[config.mk]
export PLATFORM = sky130hd
export DESIGN_NAME = prbs7_gen
export DESIGN_NICKNAME = d
export VERILOG_FILES = /design/src/rtl/sr_bist_pkg.sv /design/src/rtl/prbs7_gen.sv
export SDC_FILE = /design/constraint.sdc
export NUM_CORES = 1
export LEC_CHECK = 0
export ABC_AREA = 1
export BUFFER_PORTS_ARGS = -buffer_cell sky130_fd_sc_hd__buf_4
export CORE_AREA = 2 2 39 41
export DETAILED_ROUTE_END_ITERATION = 16
export DIE_AREA = 0 0 41 43
export HOLD_SLACK_MARGIN = 0.02
export SLEW_MARGIN = 20
export SYNTH_ARGS = -nofsm -noshare
export SYNTH_HDL_FRONTEND = slang
export SYNTH_SLANG_ARGS = --single-unit
[constraint.sdc]
create_clock -name clk -period 1.3 [get_ports clk]
set_input_delay 0.26 -clock clk [delete_from_list [all_inputs] [get_ports clk]]
set_output_delay 0.26 -clock clk [all_outputs]
set_load 0.03 [all_outputs]
[src/rtl/sr_bist_pkg.sv]
// Shared types and constants for the serial delay-line BIST checker.
// PRBS7 is x^7+x^6+1, Fibonacci form, output taken from bit 6.
package sr_bist_pkg;

    typedef enum logic [1:0] {
        IDLE,
        FILL,
        CHECK,
        DONE
    } state_t;

    localparam logic [6:0] PRBS_SEED  = 7'h7F;
    localparam int         PRBS_TAP_A = 6;
    localparam int         PRBS_TAP_B = 5;

    localparam logic [15:0] ERR_SAT    = 16'hFFFF;
    localparam logic [15:0] NO_ERR_IDX = 16'hFFFF;

endpackage

[src/rtl/prbs7_gen.sv]
// PRBS7 generator with step enable and synchronous seed load.
// Load wins over step.
module prbs7_gen
    import sr_bist_pkg::*;
(
    input  logic clk,
    input  logic rst_n,
    input  logic load,
    input  logic step,
    output logic bit_out
);

    logic [6:0] lfsr;

    always_ff @(posedge clk or negedge rst_n) begin
        if (!rst_n) begin
            lfsr <= PRBS_SEED;
        end else if (load) begin
            lfsr <= PRBS_SEED;
        end else if (step) begin
            lfsr <= {lfsr[5:0], lfsr[PRBS_TAP_A] ^ lfsr[PRBS_TAP_B]};
        end
    end

    assign bit_out = lfsr[6];

endmodule

# [Yosys cells after proc, flatten, opt, wreduce, memory -nomap -nowiden]
# Index checks and enable logic that the tools add are counted.
[totals] ff_bits=7
[classes] mux=2 bitwise=1 reduce_logical=1
[ops] op="$mux W7" count=2
[ops] op="$reduce_bool A2 Y1" count=1
[ops] op="$xor A1 B1 Y1" count=1

# [Logic depth before layout (Yosys ltp)]
[logic_depth] depth_word=3 depth_mapped=5 depth_no_buf=5

# [Least setup slack after synthesis]
# No wires, ideal clock.
[synth_timing] path_kind="reg2reg" startpoint="reg lfsr[6]" endpoint="reg lfsr[0]" setup_ns=0.077 arrival_time_ns=0.858 t_required_ns=1.223 setup_slack_ns=0.365 stages_incl_launch_ff=6 path_buffers=0 period_less_slack_ns=0.935 cell_sequence="dfstp_2 -> inv_1 -> nand2_1 -> nand2_1 -> nand2_1 -> nand2_1"
[synth_via] elab_chain_len=3
[synth_rtl] item="start: declaration" line_no="prbs7_gen.sv:13" rtl="logic [6:0] lfsr;"
[synth_rtl] item="start signal: assignment" line_no="prbs7_gen.sv:21" rtl="lfsr <= {lfsr[5:0], lfsr[PRBS_TAP_A] ^ lfsr[PRBS_TAP_B]};"
[synth_rtl] item="$xor A1 B1 Y1" line_no="prbs7_gen.sv:21"
[synth_rtl] item="$mux W7" line_no="prbs7_gen.sv:20" rtl="end else if (step) begin"
[synth_rtl] item="$mux W7" line_no="prbs7_gen.sv:18" rtl="end else if (load) begin"
# No other way between the ends. The select of a mux whose other input is x is not followed.
# A chain may end at the register's enable or synchronous reset.

# [Worst setup path after layout]
[layout_timing] startpoint="reg lfsr[6]" endpoint="out bit_out"
[layout_lines] item="end: declaration" line_no="prbs7_gen.sv:10" rtl="output logic bit_out"
# No word-level cell between the ends.

==> run metrics <==
WL per Instance=approximately 8.9 um; Worst EP required=about 1.0 ns; final clock skew=roughly 0.0055 ns; Cells after Synth=34; Seq/Total Area, Yosys=0.588; row cnt=14; leakage=roughly 0.18 nW; Top reg by flops=lfsr; worst path buffer plus inverter count=1; CTS Buf Count=3; crit-path cells=buf_4; peak per-stage delay on the critical path=approximately 0.53 ns; PortBufs=4; Die H=about 43 um; Layout Nets=47; Final Util=0.280; Final GP Congestion=roughly 0.71; Max Clk Rate=833 MHz; Post-Layout Cell Count=just under 60; Vias=235; Post-DRT Antenna Nets=0; Vias/cell=4.05; initial antenna violation count=0; 1st-iter DRT viols=1; Core Area=around 1400 um^2; CTS tree=done; Worst Setup Start Kind=register; area grow syn2layout=24.0%; total grt overflow=0; CP Class=reg -> out; total die area=~1800 um^2; syn avg cell area=about 9.2 um^2; post-route total power=slightly below 0.0005 W; DRT Wirelength=roughly 520 um; Hold WC Path Type=in -> reg; critical path arrival=0.94 ns; max FFs per register=7; DP Wirelength=roughly 380 um; synth unique cells=10; first-pass GRT wire length=approximately 820 um; VDD IR max=0.468 mV; Worst-path clk slew=~0.050 ns; initial core utilization=0.226; final setup vio count=0; power density over cell area=about 1300 nW/um^2; Ports=5; antenna fix cells=0; DRC errors left=0; die width=roughly 41 um; largest net degree at the start of global routing=11; mapped cell area=313 um^2; max_slew headroom=0.912; Worst path top cell family by delay=flip-flops; worst skew pair latency=~0.25 ns; Period Utilization, post-route=0.924; design area=a little under 400 um^2; Placed Instances=53; Slew @ Worst Pin=0.132 ns; Final min period=approximately 1.2 ns; Crit. End Element=primary output; synth warn=0; Placed Area=~350 um^2; Synth Register Bits=7; Clock Tree Root=clkbuf_4; Max Slew Vio Count=0; All-Layer GR Usage=0.0760; Final Hold Vio Count=0; Max Cap Violations=0; critical path's slowest cell=dfstp_2; Mapped Nets=38; H-tree Lvls=1; DRT Pass-1 Iters=4; vias in the first global route=between 150 and 200; share of cells above drive strength 1=0.381; outcome=completed; CP max FO=3; Longest Clk Path Bufs=2; TNS Setup=0 ns; CTS sink cnt=7; largest registers=lfsr (7); RSZ-0062 raised after global routing=false
## worst min-delay path: cells and delay by family
| kind | cells | cell delay, ns |
|---|---|---|
| AOI/OAI and AO/OA | 1 | 0.03 |
| and+or+nand+nor | 1 | 0.06 |
| buffers and inverters | 1 | 0.10 |
## logic make-up (layout without fill, tap and decap cells)
group                  Yosys count  in the layout  share of synthesized area
buffers and inverters            5             13                      0.100
and+or+nand+nor                 15             15                      0.188
DFF                              7              7                      0.588
AOI/OAI and AO/OA                7              7                      0.124
## synthesized netlist by cell type, drive strengths merged
master,n,area (um^2)
inv,4,20.0
dfstp,7,184
a21oi,3,18.8
nor2,4,15.0
nand2,9,33.8
o21ai,4,20.0
buf,1,11.3
nand3,2,10.0
## report_power, final
part	switching, W	internal [W]	total, W
Combinational	0.0000306	0.0000217	0.0000523
Clock	0.0000807	0.000117	0.000198
Sequential	0.00000676	0.000239	0.000246
## repair_timing
item                      in CTS  in global routing
hold endpoints to repair       7                  0
gates resized for setup        0                  0
hold buffers                   1                  0
buffers inserted               0                  0
## path summary, 6_finish.rpt
path | start | end | slack, ns | depth (start not counted)
min reg2reg | lfsr[2]$_DFFE_PN1P_ | lfsr[2]$_DFFE_PN1P_ | 0.48 | 2
min in group asynchronous | rst_n | lfsr[4]$_DFFE_PN1P_ | 0.54 | 2
max in group asynchronous | rst_n | lfsr[3]$_DFFE_PN1P_ | 0.73 | 2
min | load | lfsr[0]$_DFFE_PN1P_ | 0.24 | 3
max reg2reg | lfsr[5]$_DFFE_PN1P_ | lfsr[0]$_DFFE_PN1P_ | 0.45 | 5
max | lfsr[6]$_DFFE_PN1P_ | bit_out | 0.1 | 1
## cell usage in the layout (no fill, tap or decap), types with 2 or more instances in the layout
master | synthesis | layout
a21oi_1 | 2 | 2
buf_4 | 0 | 4
clkbuf_4 | 0 | 3
dfstp_2 | 7 | 7
inv_1 | 3 | 3
nand2_1 | 9 | 9
nand3_1 | 2 | 2
nor2_1 | 4 | 4
o21ai_1 | 4 | 4
## through the flow
stage / hold slack [ns] / setup WS, ns
floorplan: 0.112 / 0.365
global route: 0.237 / 0.0648
global placement: 0.263 / 0.375
CTS: 0.235 / 0.0926
finish: 0.235 / 0.0992
detailed placement: 0.266 / 0.368
## cell type report
| type | count | area [um^2] |
|---|---|---|
| fill | 150 | 996 |
| sequential | 7 | 184 |
| multi-input combinational | 22 | 97.6 |
| timing repair buffer | 5 | 40.0 |
| clock buffer | 4 | 26.3 |
| inverter | 4 | 20.0 |
| tap | 16 | 20.0 |
## routing by layer
layer,up-vias,wire length [um],share of wire,GRT usage
met1,102,252,0.49,0.0927
met2,6,214,0.41,0.0906
met3,4,26,0.050,0.0314
met5,-,0,0,0
met4,0,21,0.041,0.0800
li1,123,-,-,-
Note: power is estimated with default switching activity, not from simulation.
